$ cat src/rtl/som_pkg.sv
// Shared SOM definitions: codebook geometry and codebook-dump FSM states.
// Imported by the codebook write controller and its write stage.
package som_pkg;

    localparam int SOM_N_NEURONS = 64;
    localparam int SOM_DW        = 24;
    localparam int SOM_AW        = 18;

    typedef enum logic [2:0] {
        IDLE,
        CLR,
        RUN,
        DRAIN,
        FIN
    } cbw_state_t;

endpackage

$ cat src/rtl/cbw_wr_stage.sv
// Registered RAM write stage: en_d1 delay, ram_we/ram_a/ram_d, word counter.
// Ports: clr (dump accepted), ser_en/ser_data_i in; ram_* , en_d1, wr_cnt out.
// Optional CB_WR_CHECKSUM_EN adds a running checksum of written words.
module cbw_wr_stage
    import som_pkg::*;
#(
    parameter int             N_WORDS   = SOM_N_NEURONS,
    parameter int             DW        = SOM_DW,
    parameter int             AW        = SOM_AW,
    parameter logic [AW-1:0]  BASE_ADDR = '0,
    parameter int             CW        = $clog2(N_WORDS + 1)
) (
    input  logic          clk,
    input  logic          rst,
    input  logic          clr,
    input  logic          ser_en,
    input  logic [DW-1:0] ser_data_i,
    output logic          en_d1,
    output logic [CW-1:0] wr_cnt,
`ifdef CB_WR_CHECKSUM_EN
    output logic [DW-1:0] checksum,
`endif
    output logic          ram_we,
    output logic [AW-1:0] ram_a,
    output logic [DW-1:0] ram_d
);

    always_ff @(posedge clk or posedge rst) begin
        if (rst) begin
            en_d1  <= 1'b0;
            ram_we <= 1'b0;
            ram_a  <= '0;
            ram_d  <= '0;
            wr_cnt <= '0;
        end else begin
            en_d1  <= ser_en;
            ram_we <= en_d1;
            // Serializer output is valid one cycle after its enable.
            if (en_d1) begin
                ram_d <= ser_data_i;
                ram_a <= BASE_ADDR + AW'(wr_cnt);
            end
            if (clr)
                wr_cnt <= '0;
            else if (en_d1)
                wr_cnt <= wr_cnt + 1'b1;
        end
    end

`ifdef CB_WR_CHECKSUM_EN
    always_ff @(posedge clk or posedge rst) begin
        if (rst)
            checksum <= '0;
        else if (clr)
            checksum <= '0;
        else if (en_d1)
            checksum <= checksum + ser_data_i;
    end
`endif

endmodule

$ cat src/rtl/codebook_wr_ctrl.sv
// Codebook dump sequencer: drives serializer clr/en, writes N_WORDS to RAM.
// Ports: start/ram_ready/ser_data_i in; ser_clr, ser_en, ram_we/a/d, busy, done.
// Optional CB_WR_CHECKSUM_EN adds output checksum (sum of written words).
module codebook_wr_ctrl
    import som_pkg::*;
#(
    parameter int             N_WORDS   = SOM_N_NEURONS,
    parameter int             DW        = SOM_DW,
    parameter int             AW        = SOM_AW,
    parameter logic [AW-1:0]  BASE_ADDR = '0
) (
    input  logic          clk,
    input  logic          rst,
    input  logic          start,
    input  logic          ram_ready,
    input  logic [DW-1:0] ser_data_i,
    output logic          ser_clr,
    output logic          ser_en,
    output logic          ram_we,
    output logic [AW-1:0] ram_a,
    output logic [DW-1:0] ram_d,
    output logic          busy,
`ifdef CB_WR_CHECKSUM_EN
    output logic [DW-1:0] checksum,
`endif
    output logic          done
);

    localparam int            CW  = $clog2(N_WORDS + 1);
    localparam logic [CW-1:0] N_W = CW'(N_WORDS);

    cbw_state_t    state, nxt;
    logic [CW-1:0] issue_cnt;
    logic [CW-1:0] wr_cnt;
    logic          en_d1;
    logic          start_acc;

    assign start_acc = (state == IDLE) && start;

    always_ff @(posedge clk or posedge rst) begin
        if (rst) begin
            state     <= IDLE;
            issue_cnt <= '0;
        end else begin
            state <= nxt;
            if (start_acc)
                issue_cnt <= '0;
            else if (ser_en)
                issue_cnt <= issue_cnt + 1'b1;
        end
    end

    always_comb begin
        nxt     = state;
        ser_clr = 1'b0;
        ser_en  = 1'b0;
        busy    = 1'b0;
        done    = 1'b0;
        case (state)
            IDLE: begin
                if (start)
                    nxt = CLR;
            end
            CLR: begin
                ser_clr = 1'b1;
                busy    = 1'b1;
                nxt     = RUN;
            end
            RUN: begin
                busy   = 1'b1;
                ser_en = ram_ready && (issue_cnt < N_W);
                if (ser_en && (issue_cnt == N_W - 1'b1))
                    nxt = DRAIN;
            end
            DRAIN: begin
                busy = 1'b1;
                // Last word is on the RAM bus once wr_cnt hits N_W.
                if ((wr_cnt == N_W) && !en_d1)
                    nxt = FIN;
            end
            FIN: begin
                done = 1'b1;
                nxt  = IDLE;
            end
            default: nxt = IDLE;
        endcase
    end

    cbw_wr_stage #(
        .N_WORDS   (N_WORDS),
        .DW        (DW),
        .AW        (AW),
        .BASE_ADDR (BASE_ADDR),
        .CW        (CW)
    ) u_wr (
        .clk        (clk),
        .rst        (rst),
        .clr        (start_acc),
        .ser_en     (ser_en),
        .ser_data_i (ser_data_i),
        .en_d1      (en_d1),
        .wr_cnt     (wr_cnt),
`ifdef CB_WR_CHECKSUM_EN
        .checksum   (checksum),
`endif
        .ram_we     (ram_we),
        .ram_a      (ram_a),
        .ram_d      (ram_d)
    );

endmodule

$ cat config.mk
export PLATFORM = sky130hd
export DESIGN_NAME = codebook_wr_ctrl
export DESIGN_NICKNAME = d
export VERILOG_FILES = /design/src/rtl/som_pkg.sv /design/src/rtl/cbw_wr_stage.sv /design/src/rtl/codebook_wr_ctrl.sv
export SDC_FILE = /design/constraint.sdc
export NUM_CORES = 1
export LEC_CHECK = 0
export ABC_AREA = 1
export BUFFER_PORTS_ARGS = -buffer_cell sky130_fd_sc_hd__buf_2
export CORE_MARGIN = 5
export CORE_UTILIZATION = 54
export DETAILED_ROUTE_END_ITERATION = 6
export HOLD_SLACK_MARGIN = 0.06
export PLACE_DENSITY = 0.85
export SYNTH_ARGS = -nofsm -noshare
export SYNTH_HDL_FRONTEND = slang
export SYNTH_SLANG_ARGS = --single-unit
$ cat constraint.sdc
create_clock -name clk -period 2.7 [get_ports clk]
set_clock_uncertainty 0.2 [all_clocks]
set_input_delay 0.54 -clock clk [delete_from_list [all_inputs] [get_ports clk]]
set_output_delay 0.54 -clock clk [all_outputs]
set_load 0.005 [all_outputs]
# Yosys cells after proc, flatten, opt, wreduce, memory -nomap -nowiden
# Cells that the tools add are included.
# totals
output_inout_bits	47
wordCells	41
regBits	50
# classes
n_lt_le_gt_ge	1
reduce_logical	10
n_mux	12
n_eq_ne	9
add_sub_neg	2
# op_table
operator	n
two-way mux 7 bit	4
adder 7 x 1 -> 7 bit, second input constant	2
one-hot mux 3 bit (4 select lines)	1
two-way mux 3 bit	3
equality test 7 x 6 -> 1 bit, second input constant	1
equality test 7 bit, second input constant	1
less-than comparator 7 bit, second input constant	1
equality test 3 x 2 -> 1 bit, second input constant	2
!= test 2 bit, second input constant	3
logical AND 1 bit	4
two-way mux 1 bit	4
nonzero test 2 bit	2
equality test 3 x 1 -> 1 bit, second input constant	1
equality test 3 bit, second input constant	1
logical NOT 3 bit	1
AND reduction 3 bit	1
OR reduction 3 bit	1
logical NOT 1 bit	1

# Logic depth before layout (Yosys ltp)
# Gate-level depths: netlist of run 1.
# depth
word_depth	5
ltp_mapped	8

# Hierarchy
# Synthesis of run 1 repeated with hierarchy kept, for this count alone.
# hier_totals
hier_cells	274
hier_area_um2	2323.5
# by_module_without_submodules
mod	seq_area_each_um2	n_inst	cells_per_inst	area_per_inst_um2
cbw_wr_stage	1001.0	1	187	1674.1
codebook_wr_ctrl	250.2	1	87	649.4

# Worst setup path after synthesis of run 1
# No wires, ideal clock.
# synth_path
path_kind	input to output
from	in ram_ready
to	out ser_en
t_arrival_ns	0.930
path_slack_ns	1.030
t_required_ns	1.960
n_path_buf	0
stages	4
cell_sequence	inv_1 -> nor2_1 -> nand2_4 -> clkinv_2
# synth_between
elab_chain_cells	2
# synth_rtl
item	line_no	text
start, declared	codebook_wr_ctrl.sv:15	input logic ram_ready,
logical AND 1 bit	codebook_wr_ctrl.sv:71	ser_en = ram_ready && (issue_cnt < N_W);
two-way mux 1 bit	codebook_wr_ctrl.sv:59	case (state)
end, declared	codebook_wr_ctrl.sv:18	output logic ser_en,
# No other way between the ends.

# Worst setup path after layout of run 1
# layout_path
from	reg state[2]
to	out ser_en
# layout_between
elab_chain_cells	2
# layout_rtl
item	line_no	text
start, declared	codebook_wr_ctrl.sv:32	cbw_state_t state, nxt;
start signal, assigned	codebook_wr_ctrl.sv:45	state <= nxt;
equality test 3 x 2 -> 1 bit	codebook_wr_ctrl.sv:59	
two-way mux 1 bit	codebook_wr_ctrl.sv:59	
# No other way between the ends.

==> results of run 1 <==
-- critical path, cell delays in order, from the launching register on --
cell	delay, ns
dfrtp_1	0.42
nor2_2	0.19
nand2_1	0.08
inv_2	0.08
nand2_4	0.07
clkinv_2	0.09
buf_2	0.11
-- registers in the layout, indices dropped and copies added (netlist names) --
signal / count
issue_cnt: 7
state: 3
u_wr.en_d1: 1
u_wr.ram_a: 7
u_wr.ram_d: 24
u_wr.ram_we: 1
u_wr.wr_cnt: 7
-- per-stage QoR --
step	power (W)	instance area (µm²)
floorplan	0.0007903	2310
global placement	0.0008037	2589
detailed placement	0.0008042	2589
CTS	0.001311	2709
global route	0.001341	2709
finish	0.001294	2709
-- logic make-up (layout without fill, tap and decap cells) --
group                      count (synthesis)  after routing  synth area share
and+or+nand+nor                          150            150            0.2781
adders and majority gates                  3              3           0.01652
xor gates and xnor gates                   2              2          0.007711
other                                      1             11          0.001650
DFF                                       50             50            0.5507
AOI/OAI and AO/OA                         19             19           0.04515
buffers and inverters                     45            102            0.1002
-- layer usage --
layer,track usage,vias to the layer above,share of wire
li1,-,936,-
met1,0.2088,792,0.43
met2,0.2843,59,0.46
met3,0.03605,5,0.10
met4,0.05336,0,0.0081
met5,0,-,0
-- report_power, final --
part           switching [W]  internal (W)
sequential                 0      0.000748
combinational      0.0000249     0.0000168
clock               0.000228      0.000276
-- layout by cell type (no fill, tap or decap), drive strengths merged, types with 2 or more instances in the layout --
cell and n:
nand4 4, o21ai 12, inv 25, ha 3
a21oi 4, clkbuf 6, nor3 2, nand2 118
nor2 17, dfrtp 50, nand3 8, conb 11
buf 67
-- repair_timing --
action / CTS / global route
resized for setup: 0 / 0
setup buffers: 0 / 0
hold buffers: 1 / 0
endpoints found under the hold margin: 7 / 0
-- layout make-up --
cell class / instances / area share
repair buffers: 68 / 0.1312
inverters: 26 / 0.03649
well taps: 50 / 0.02309
flip-flops and latches: 50 / 0.4619
multi-input cells: 185 / 0.3067
clock inverters: 2 / 0.01386
clock buffers: 6 / 0.02679
-- how the worst max path moves through the flow --
stage                               to  slack (ns)       from
final                           ser_en        0.61   state[2]
after CTS                       ser_en        0.59   state[2]
after floorplan           issue_cnt[0]        0.76        rst
after detailed placement        ser_en        0.80  ram_ready
after global placement          ser_en        0.81  ram_ready
after global routing            ser_en        0.50   state[2]
==> results.toml, run 1 <==
[run_status]
status = "finished clean"

[routing]
wl_mm = 4.421
drc = 0
detail_route.iter0.violations = 86
num_vias = 1792
vias_per_cell = 4.630
wire_per_inst_um = 11.42
ant_nets = 0
drtPass1Iterations = 4

[sta]
layout_setup_ws_ns = 0.6090
setup-tns-final_ns = 0
setup_viol = 0
rsz0062_at_grt = "no"
finalMaxSlewViolations = 0
hold_viol = 0
finalCritPeriodShare = 0.7745
whs_ns = 0.2420
fin_crit_ns = 2.091
max_freq_mhz = 478.2

[worst_setup_path]
start_kind = "flop"
path_class = "reg2out"
crit_arrival_ns = 1.35
endpoint_kind = "primary output"
reg2reg_from = "u_wr.en_d1"
regToRegSetupSlack_ns = 0.98
worstPathRequired_ns = 1.96
worstReg2RegEnd = "u_wr.wr_cnt[0]"
cp_max_fo = 6
r2r_cells = 5

[clock_tree]
path_clk_slew_ns = 0.08
root_buffer = "clkbuf_8"
cts_tree = "built"
insertion_delay_ns = 0.30
htreeDepth = 2
cts_buffer_depth = 2
cts_made_buffers = 5
clkSinkCount = 50

[global_routing]
overflow = 0
grt_pass1_vias = 1667
grt_start_max_net_pins = 27
grt_pass1_wl_mm = 7.203
antenna_found_initial = 0
grt_usage = 0.1656

[floorplan]
initial_core_util = 0.5640
rows = 23
die_h_um = 74.87
io_pins = 75
die_w_um = 74.87
dieArea_mm2 = 0.005605
core_mm2 = 0.004029

[synthesis]
avgSynthCellArea_um2 = 8.415
synth_area_leaders = "dfrtp_1 55%, nand2_1 19%, buf_4 4.0%"
ys_seq_area_frac = 0.5507
synth.most_common_cell = "nand2_1"
synth_edf_count = 0
post-synth-top-area-cell = "dfrtp_1"
synth_flop_cell = "dfrtp_1"
synth-seq-cells = 50
yosysWarnings = 0
netlist.area_leader.share = 0.5507
async_flop_share = 1.000
syn_inst = 270
ys_types = 31
synthTopCellsByCount = "116 x nand2_1, 50 x dfrtp_1, 23 x inv_1, 15 x nor2_1, 12 x buf_4"
netlist_area_mm2 = 0.002272

[pwr]
peakVddDrop_mv = 0.3513
cellLeakagePower_nw = 1.442
power.density_mw_per_mm2 = 477.8

[worst_hold_path]
min_from = "ser_data_i[6]"
hold_class = "in2reg"
worstHoldPathCells = 3
hold_path_end = "u_wr.ram_d[6]"

[run]
drv_cap = 0

[layout]
multi_input_area_um2 = 830.8
regArea_mm2 = 0.001251
instances_no_fill = 387
drive_gt1_frac = 0.2522
filler_cell_count = 337
area_growth_pct = 19.22
fin_nets = 367
n_antenna_cell = 0
fin_util = 0.6724

[place]
place.port_buffers = 63
place_congestion = 0.7898
dp_cells = 378
post-place-ws_ns = 0.8029
hpwl_mm = 3.414
No activity file was read; power rests on OpenSTA's default activity.
==> inputs of run 2 (changes only) <==
- CORE_UTILIZATION: 54 -> 50
- PLACE_DENSITY: 0.85 -> 0.79
- clock period: 2.7 -> 1.95 ns (I/O delays scaled with it)
==> run 2 against run 1 <==
  * Sequential power is 39% higher
  * Hold slack worse by 0.16 ns
  * Highest routed layer unchanged
  * First-iteration DRC count is 7.0% higher
  * Largest cell class unchanged
  * Utilization is 4.1 points lower
  * Clock power is 41% higher
  * Via count is 2.9% higher
  * Die area is 6.9% higher
  * Final area is 2.2% higher
  * Worst setup slack worse by 0.57 ns
  * Routed wire length is 5.0% higher
  * Cell count is 1.6% higher
  * Critical endpoint unchanged
  * Sequential share of layout area is 0.91 points lower
==> results.toml, run 2 (synthesized netlist as in run 1, its figures left out) <==
[routing]
num_vias = 1844
ant_nets = 0
vias_per_cell = 4.692
wire_per_inst_um = 11.81
drtPass1Iterations = 4
drc = 0
wl_mm = 4.640
detail_route.iter0.violations = 92

[layout]
drive_gt1_frac = 0.2669
regArea_mm2 = 0.001254
instances_no_fill = 393
fin_nets = 371
multi_input_area_um2 = 835.8
mostFrequentLayoutCells = "116 x nand2_1, 62 x buf_2, 48 x dfrtp_1"
final_common_cell = "nand2_1"
area_growth_pct = 21.86
n_antenna_cell = 0
regMostFlops = "u_wr.ram_d"
largest_register_ffs = 24
filler_cell_count = 372

[sta]
finalMaxSlewViolations = 0
rsz0062_at_grt = "yes"
hold_viol = 0
layout_setup_ws_ns = 0.04079
max_freq_mhz = 523.8
finalCritPeriodShare = 0.9791
whs_ns = 0.08345
setup_viol = 0
fin_crit_ns = 1.909

[pwr]
seqPwrFrac = 0.573
total_power_w = 0.001807
p_comb_frac = 0.033
power.density_mw_per_mm2 = 652.5
switching_share = 0.2012
clock_power_share = 0.394
peakVddDrop_mv = 0.3274
p_sw_w = 0.0003635
cellLeakagePower_nw = 1.464
p_int_w = 0.001443

[global_routing]
grt_pass1_vias = 1688
grt_pass1_wl_mm = 7.728
antenna_found_initial = 0
grt_usage = 0.1563
grt_start_max_net_pins = 51
overflow = 0

[place]
hpwl_mm = 3.361
place_congestion = 0.8612
post-place-ws_ns = 0.3150
dp_cells = 379
place.port_buffers = 63

[floorplan]
io_pins = 75
rows = 24
initial_core_util = 0.5183
die_h_um = 77.41
die_w_um = 77.41
dieArea_mm2 = 0.005992
core_mm2 = 0.004384

[clock_tree]
path_clk_slew_ns = 0.09
clkSinkCount = 50
htreeDepth = 2
root_buffer = "clkbuf_8"
insertion_delay_ns = 0.30
cts_made_buffers = 5
cts_buffer_depth = 2
cts_tree = "built"

[worst_setup_path]
crit_chain = "nor2_4 -> nand2_1 -> inv_2 -> nand2_4 -> inv_4 -> buf_6"
endpoint_kind = "primary output"
worstPathRequired_ns = 1.36
crit_arrival_ns = 1.32
cpPeakStageDelay_ns = 0.45
cp_slowest_cell = "dfrtp_2"
start_kind = "flop"
cp_max_fo = 6
path_class = "reg2out"

[worst_hold_path]
hold_class = "in2reg"

[run]
drv_cap = 0

[run_status]
status = "finished clean"
==> run 2: cell types whose count changed in the layout (fill, tap and decap cells not counted), sizes merged <==
cell / change
inv: +1
clkinv: -1
buf: +4
==> run 2: cell type report <==
cell class                      count  share of cell area
Clock buffer                        6             0.02621
Clock inverter                      2             0.01356
Inverter                           26             0.03615
Multi-Input combinational cell    185              0.3019
Sequential cell                    50              0.4528
Tap cell                           52             0.02350
Timing Repair Buffer               72              0.1460
==> run 2: metal layers <==
layer,track usage,share of wire
met5,0,0
met4,0.06701,0.023
met3,0.03935,0.086
met2,0.2449,0.44
met1,0.2067,0.45
==> run 2: critical path: cells and delay by family (launching register included) <==
| kind | cells | cell delay [ns] |
|---|---|---|
| buf+inv | 3 | 0.26 |
| flops | 1 | 0.45 |
| simple gates | 3 | 0.31 |
==> run 2: power by group through the flow <==
stage                     clock, W  combinational (W)  sequential, W
final                     0.000711          0.0000599        0.00104
after global routing      0.000782          0.0000694        0.00104
after CTS                 0.000737          0.0000613        0.00104
after detailed placement         0          0.0000593        0.00106
after global placement           0          0.0000597        0.00106
after floorplan                  0          0.0000377        0.00106
==> run 2: through the flow <==
step                        util  TNS [ns]  area, µm²
after floorplan                -         0       2310
after global placement    0.5922         0       2596
after detailed placement  0.5922         0       2596
after CTS                 0.6207         0       2721
after global routing      0.6316  -0.02907       2769
final                     0.6316         0       2769
==> run 2: final timing paths <==
kind / slack, ns / depth (start not counted) / to / startpoint
max: 0.04 / 6 / ser_en / state[0]
min: 0.08 / 3 / u_wr.ram_d[14] / ser_data_i[14]
max reg2reg: 0.40 / 7 / state[0] / issue_cnt[0]
min reg2reg: 0.27 / 2 / u_wr.ram_d[14] / u_wr.ram_d[14]
max in group asynchronous: 0.85 / 4 / state[0] / rst
min in group asynchronous: 0.47 / 4 / u_wr.ram_d[22] / rst
==> run 2: repair_timing <==
item                                    4_1_cts  5_1_grt
hold endpoints to repair                     50        0
pin swaps                                     0        1
buffers inserted                              0        5
endpoints found under the setup margin        1        1
hold buffers                                  1        0
resized for setup                             1        4
